`config.mk`:
```
export PLATFORM = sky130hd
export DESIGN_NAME = l1_mshr
export DESIGN_NICKNAME = d
export VERILOG_FILES = /design/src/rtl/l1_mshr.sv
export SDC_FILE = /design/constraint.sdc
export NUM_CORES = 2
export LEC_CHECK = 0
export ABC_AREA = 0
export CAP_MARGIN = 20
export CORE_AREA = 4 4 471 473
export CTS_CLUSTER_SIZE = 40
export DETAILED_ROUTE_END_ITERATION = 6
export DIE_AREA = 0 0 475 477
export PLACE_DENSITY = 0.77
export SLEW_MARGIN = 15
export SYNTH_ARGS = -nofsm -noshare
export SYNTH_HDL_FRONTEND = slang
export SYNTH_SLANG_ARGS = --single-unit
```
`constraint.sdc`:
```
create_clock -name clk_in -period 3.45 [get_ports clk_in]
set_input_delay 0.69 -clock clk_in [delete_from_list [all_inputs] [get_ports clk_in]]
set_output_delay 0.69 -clock clk_in [all_outputs]
set_load 0.01 [all_outputs]
```
`src/rtl/l1_mshr.sv`:
```
// Miss status holding register file between the L1 cache and the next level.
// Define MSHR_MERGE_EN to enable the line-address CAM that merges secondary misses.
module l1_mshr #(
    parameter int W        = 64,
    parameter int B        = 64,
    parameter int N        = 4,
    parameter int MAXMERGE = 4,
    localparam int CW      = $clog2(MAXMERGE + 1)
) (
    input  logic             clk_in,
    input  logic             rst_N_in,
    input  logic             miss_valid_in,
    input  logic [W-1:0]     miss_addr_in,
    output logic             miss_ready_out,
    output logic             mem_req_valid_out,
    output logic [W-1:0]     mem_req_addr_out,
    input  logic             mem_req_ready_in,
    input  logic             mem_resp_valid_in,
    input  logic [8*B-1:0]   mem_resp_data_in,
    output logic             fill_valid_out,
    output logic [W-1:0]     fill_addr_out,
    output logic [8*B-1:0]   fill_data_out,
    output logic [CW-1:0]    fill_count_out,
    input  logic             fill_ready_in,
    output logic             full_out,
    output logic             err_out
);
    localparam int LB = $clog2(B);
    localparam int LW = W - LB;
    localparam int PW = $clog2(N);
    localparam logic [PW:0] OCC_FULL = (PW + 1)'(N);

    typedef enum logic [1:0] {FREE, PENDING, ISSUED, FILLED} entryState_e;

    entryState_e      r_state [N];
    logic [LW-1:0]    r_line  [N];
    logic [CW-1:0]    r_count [N];
    logic [8*B-1:0]   r_data  [N];
    logic [PW-1:0]    r_allocPtr, r_issuePtr, r_respPtr, r_retirePtr;
    logic [PW:0]      r_occ;
    logic             r_err;

    logic [LW-1:0]    w_missLine;
    logic             w_full, w_alloc, w_issue, w_respOk, w_retire;
    logic             w_unused;

    assign w_missLine = miss_addr_in[W-1:LB];
    assign w_unused   = &{1'b0, miss_addr_in[LB-1:0]};
    assign w_full     = (r_occ == OCC_FULL);

`ifdef MSHR_MERGE_EN
    logic             w_match, w_canMerge, w_merge;
    logic [PW-1:0]    w_matchIdx;

    // At most one live entry per line exists, so the match is unique.
    always_comb begin
        w_match    = 1'b0;
        w_matchIdx = '0;
        for (int i = 0; i < N; i++) begin
            if (r_state[i] != FREE && r_line[i] == w_missLine) begin
                w_match    = 1'b1;
                w_matchIdx = PW'(i);
            end
        end
    end

    assign w_canMerge     = w_match &&
                            (r_state[w_matchIdx] == PENDING || r_state[w_matchIdx] == ISSUED) &&
                            (r_count[w_matchIdx] < CW'(MAXMERGE));
    assign miss_ready_out = w_match ? w_canMerge : !w_full;
    assign w_merge        = miss_valid_in && w_canMerge;
    assign w_alloc        = miss_valid_in && !w_match && !w_full;
`else
    assign miss_ready_out = !w_full;
    assign w_alloc        = miss_valid_in && !w_full;
`endif

    assign w_issue  = mem_req_valid_out && mem_req_ready_in;
    assign w_respOk = mem_resp_valid_in && (r_state[r_respPtr] == ISSUED);
    assign w_retire = fill_valid_out && fill_ready_in;

    // Each event targets an entry in a distinct state, so writes never collide.
    always_ff @(posedge clk_in or negedge rst_N_in) begin
        if (!rst_N_in) begin
            for (int i = 0; i < N; i++) begin
                r_state[i] <= FREE;
                r_line[i]  <= '0;
                r_count[i] <= '0;
                r_data[i]  <= '0;
            end
            r_allocPtr  <= '0;
            r_issuePtr  <= '0;
            r_respPtr   <= '0;
            r_retirePtr <= '0;
            r_occ       <= '0;
            r_err       <= 1'b0;
        end else begin
            if (w_alloc) begin
                r_state[r_allocPtr] <= PENDING;
                r_line[r_allocPtr]  <= w_missLine;
                r_count[r_allocPtr] <= CW'(1);
                r_allocPtr          <= r_allocPtr + 1'b1;
            end
`ifdef MSHR_MERGE_EN
            if (w_merge) begin
                r_count[w_matchIdx] <= r_count[w_matchIdx] + 1'b1;
            end
`endif
            if (w_issue) begin
                r_state[r_issuePtr] <= ISSUED;
                r_issuePtr          <= r_issuePtr + 1'b1;
            end
            if (w_respOk) begin
                r_state[r_respPtr] <= FILLED;
                r_data[r_respPtr]  <= mem_resp_data_in;
                r_respPtr          <= r_respPtr + 1'b1;
            end else if (mem_resp_valid_in) begin
                r_err <= 1'b1;
            end
            if (w_retire) begin
                r_state[r_retirePtr] <= FREE;
                r_retirePtr          <= r_retirePtr + 1'b1;
            end
            if (w_alloc && !w_retire) begin
                r_occ <= r_occ + 1'b1;
            end else if (!w_alloc && w_retire) begin
                r_occ <= r_occ - 1'b1;
            end
        end
    end

    assign mem_req_valid_out = (r_state[r_issuePtr] == PENDING);
    assign mem_req_addr_out  = {r_line[r_issuePtr], {LB{1'b0}}};
    assign fill_valid_out    = (r_state[r_retirePtr] == FILLED);
    assign fill_addr_out     = {r_line[r_retirePtr], {LB{1'b0}}};
    assign fill_data_out     = r_data[r_retirePtr];
    assign fill_count_out    = r_count[r_retirePtr];
    assign full_out          = w_full;
    assign err_out           = r_err;
endmodule
```
# After elaboration in Yosys (flattened, before gate mapping)
# Cells that the tools add are included.
dict set report op_classes {
  n_addsub 6
  n_lt_le_gt_ge 8
  n_eq_ne 4
  muxes 43
  bitwise_logic 17
  reduce_logical 15
}
# operator count
set ops {}
lappend ops {{$bwmux W2048} 1}
lappend ops {{$mux W512} 3}
lappend ops {{$bmux W512 S2} 1}
lappend ops {{$demux W512 S2} 1}
lappend ops {{$mux W58} 5}
lappend ops {{$bmux W58 S2} 2}
lappend ops {{$bwmux W232} 1}
lappend ops {{$demux W58 S2} 1}
lappend ops {{$mux W8} 4}
lappend ops {{$mux W2} 10}
lappend ops {{$and A8 B8 Y8} 2}
lappend ops {{$demux W2 S2} 4}
lappend ops {{$not A8 Y8} 2}
lappend ops {{$mux W3} 5}
lappend ops {{$bmux W2 S2} 3}
lappend ops {{$ge A3 B3 Y1 const B} 4}
lappend ops {{$lt A3 B1 Y1 const B} 4}
lappend ops {{$not A2 Y3} 4}
lappend ops {{$or A4 B4 Y4} 3}
lappend ops {{$logic_and A1 B1 Y1} 10}
lappend ops {{$add A2 B1 Y2 const B} 4}
lappend ops {{$and A4 B4 Y4} 2}
lappend ops {{$not A4 Y4} 2}
lappend ops {{$or A8 B8 Y8} 1}
lappend ops {{other kinds (11)} 14}
dict set report word_totals {
  register_bits 2312
  inputBits 582
  output_inout_bits 648
  elab_cells 115
}

# Logic depth before layout (Yosys ltp)
dict set report logic_depth {
  ltp_word 14
  ltp_mapped 12
  mapped_depth_nobuf 10
}

# Worst setup path after synthesis
# No wires, ideal clock.
dict set report synth_timing {
  path_kind {register -> output}
  from {register r_retirePtr[0]}
  to {output port fill_addr_out[10]}
  t_arrival_ns 1.939
  t_required_ns 2.760
  slack_ns 0.821
  stages_incl_launch_ff 5
  path_buffers 3
  cell_sequence {dfrtp_1 > buf_2 > clkbuf_1 > buf_1 > mux4_2}
}
dict set report synth_via {
  elab_chain_len 4
}
# element line_no
set synth_lines {}
lappend synth_lines {{start, declared} 39} ;# logic [PW-1:0] r_allocPtr, r_issuePtr, r_respPtr, r_retirePtr;
lappend synth_lines {{start signal, assigned} 122} ;# r_retirePtr <= r_retirePtr + 1'b1;
lappend synth_lines {{$not A2 Y3 (implied by the code)} 135} ;# assign fill_addr_out = {r_line[r_retirePtr], {LB{1'b0}}};
lappend synth_lines {{$bmux W58 S2} 135}
lappend synth_lines {{$mux W58 (implied by the code) (2 in series)} 135}
lappend synth_lines {{end, declared} 21} ;# output logic [W-1:0] fill_addr_out,
# No other way between the ends. The select of a mux whose other input is x is not followed.

# Worst setup path in the final report
dict set report layout_timing {
  from {register r_retirePtr[0]}
  to {output port fill_data_out[131]}
}
dict set report layout_via {
  elab_chain_len 4
}
# element line_no
set layout_lines {}
lappend layout_lines {{$not A2 Y3 (implied by the code)} 136} ;# assign fill_data_out = r_data[r_retirePtr];
lappend layout_lines {{$bmux W512 S2} 136}
lappend layout_lines {{$mux W512 (implied by the code) (2 in series)} 136}
lappend layout_lines {{end, declared} 22} ;# output logic [8*B-1:0] fill_data_out,
# No other way between the ends. The select of a mux whose other input is x is not followed.

==> impl_metrics.tcl <==
set metrics [dict create \
    outcome "finished, violations left" \
    violations "negative setup slack" \
    pin_count 1230 \
    totalWireLength_um 286000 \
    ir_drop_mv 0.751 \
    synth_cell_types 41 \
    rsz0062_at_grt "true" \
    overflow 0 \
    setup_viol 243 \
    via_per_inst 5.71 \
    worst_slack_ns -0.268 \
    hold_depth 1 \
    swShare 0.327 \
    relSlewSlack 0.320 \
    powerDensity_mw_per_mm2 932 \
    h-tree-depth 4 \
    first_pass_iters 7 \
    nets 7779 \
    first_global_vias 64055 \
    cts.sinks 2312 \
    yosys_most_used_dff "dfrtp_1" \
    finish.utilization 0.590 \
    ys_top_cells_by_area "dfrtp_1 (57%), mux4_2 (14%), mux2_1 (13%), mux2_2 (12%), buf_6 (1.1%)" \
    power_frac_clock 0.220 \
    fin_skew_ns 0.0595 \
    numCtsBuffers 235 \
    core_sq_mm 0.217 \
    drc 0 \
    syn_area_sq_mm 0.102 \
    fin_crit_ns 3.72 \
    seq_power_share 0.355 \
    wl_per_cell_um 27.8 \
    gp_congestion 0.814 \
    via_count 58879 \
    maxCapViolCount 0 \
    tritoncts "built" \
    hold_viol 0 \
    worst_pin_slew_ns 1.02 \
    synth_top_area_frac 0.570 \
    crit_required_ns 2.76 \
    drive_gt1_frac 0.367 \
    clockBufferDepth 3 \
    synth_sequential_area_ratio 0.570 \
    dieWidth_um 475 \
    endpoint_kind "primary output" \
    grt_first_pass_wirelength_um 421000 \
    min_path_type "flop to flop" \
    p_leak_nw 61.1 \
    placement.io_buffers 1211 \
    synthArstFlopShare 1.00 \
    dieHeight_um 477 \
    synth_largest_area_cell "dfrtp_1" \
    holdWs_ns 0.460 \
    dpl.hpwl_um 196000 \
    arrival_ns 3.03 \
    rows 171 \
    crit_fanout 11 \
    r2r_cells 7 \
    synth_common_cells "dfrtp_1 (2312), mux2_1 (1164), mux2_2 (1119)" \
    ys_seq_elements 2312 \
    pwr-share-comb 0.426 \
    p_sw_mw 39.1 \
    p_int_mw 80.3 \
    postSynthAreaPerCell_sq_um 17.7 \
    root_buffer "clkbuf_16" \
    ant_nets 0 \
    drt-initial-drc-count 3178 \
    clock_latency_ns 0.85 \
    initial_utilization 0.468 \
    critical_path_class "flop to primary output" \
    tns_ns -27.79 \
    clk_pin_slew_worst_paths_ns 0.06 \
    fillerInstances 15915 \
    grt_max_degree 134 \
    yosysMostFrequentCell "dfrtp_1" \
    grtUsageTotal 0.245 \
    finalInstanceArea_sq_mm 0.128 \
    synth_edf_count 0 \
    synthCells 5753 \
    place_area_sq_mm 0.118 \
    die_area_sq_mm 0.227 \
    max_freq_mhz 269 \
    dp_slack_ns 0.389 \
    synth_warnings 0 \
    period_share 1.08 \
    area_growth_pct 26.1 \
    antenna_found_initial 124 \
    finalMaxSlewViolations 0 \
    crit_path_start_kind "flop" \
]
-- placed cells by master, fill, tap and decap left out, types with 6 or more instances in the layout --
cell	count
clkbuf_8	61
nand2_1	7
dlygate4sd2_1	53
buf_12	130
clkbuf_2	127
and2_1	8
clkdlybuf4s50_1	705
clkinvlp_4	7
buf_4	184
clkinv_16	6
mux2_2	1119
mux4_2	633
conb_1	12
buf_2	33
clkbuf_16	246
mux2_1	1164
clkdlybuf4s15_2	7
buf_8	9
dlymetal6s2s_1	274
nand2b_1	8
clkinv_4	7
clkinv_2	42
clkbuf_1	43
diode_2	80
bufinv_16	19
dfrtp_1	2308
a32oi_1	6
a2bb2oi_1	6
buf_6	19
ha_1	17
buf_16	32
inv_1	15
-- what timing repair did --
action                     in CTS  in global routing
hold endpoints to repair       71                  0
gates resized for setup       218                643
gates cloned                    8                 15
setup endpoints to repair     632                626
hold buffers                    1                  0
buffers inserted                7                117
-- cell families (layout without fill, tap and decap cells) --
| kind of cell | Yosys count | after routing | share of synthesized area |
|---|---|---|---|
| xor+xnor | 6 | 6 | 0.000517 |
| fa+ha+maj | 18 | 18 | 0.00229 |
| mux | 2919 | 2919 | 0.394 |
| compound gates | 26 | 26 | 0.00202 |
| buf+inv | 425 | 2032 | 0.0287 |
| other cells | 1 | 92 | 0.0000369 |
| flops | 2312 | 2312 | 0.570 |
| simple gates | 46 | 46 | 0.00314 |
-- sequential cells by signal, indices dropped and copies added (netlist names), 2 cells and up --
| name | flops |
|---|---|
| r_occ | 3 |
| r_count | 12 |
| r_state | 8 |
| r_retirePtr | 2 |
| r_issuePtr | 2 |
| r_data | 2048 |
| r_respPtr | 2 |
| r_allocPtr | 2 |
| r_line | 232 |
-- final cells by class --
class | instances | area (sq um) | share of cell area
Sequential cell | 2312 | 57900 | 0.452
Multi-Input combinational cell | 3027 | 40900 | 0.319
Timing Repair Buffer | 1587 | 17400 | 0.136
Clock buffer | 339 | 6880 | 0.0537
Tap cell | 2854 | 3570 | 0.0279
Clock inverter | 90 | 1210 | 0.00948
Antenna cell | 80 | 200 | 0.00156
Inverter | 16 | 60.1 | 0.000469
-- critical path, cell delays in order (launching register included) --
cell and delay, ns:
dfrtp_4 0.49, buf_16 0.19, buf_16 0.18, buf_4 0.13, mux4_2 0.50, clkdlybuf4s50_1 0.65
-- through the flow --
| step | power, mW | std cells |
|---|---|---|
| finish | 119 | 10305 |
| global route | 125 | 10285 |
| detailed placement | 92.8 | 9648 |
| global placement | 91.0 | 9648 |
| floorplan | 68.2 | 5764 |
| CTS | 120 | 10093 |
-- metal layers --
metal | vias up | share of wire | track usage
met1 | 31857 | 0.39 | 0.306
met2 | 1738 | 0.47 | 0.384
met5 | - | 0.0015 | 0
met3 | 551 | 0.088 | 0.0883
li1 | 24671 | - | -
met4 | 62 | 0.046 | 0.112
-- power groups by stage --
| stage | logic, mW | registers [mW] | clock network, mW |
|---|---|---|---|
| floorplan | 27.6 | 40.5 | 0 |
| global placement | 49.4 | 41.6 | 0 |
| detailed placement | 50.2 | 42.6 | 0 |
| CTS | 50.7 | 42.2 | 26.7 |
| global route | 53.8 | 43.4 | 27.9 |
| finish | 50.8 | 42.3 | 26.2 |
-- path summary, 6_finish.rpt --
kind,startpoint,end,slack (ns)
max reg2reg,r_respPtr[1],r_data[2027],0.62
max in group asynchronous,rst_N_in,r_data[2025],1.52
max,r_retirePtr[0],fill_data_out[131],-0.27
min in group asynchronous,rst_N_in,r_data[694],0.47
min,r_occ[2],r_occ[2],0.46
min reg2reg,r_occ[2],r_occ[2],0.46
No activity file was read; power rests on OpenSTA's default activity.
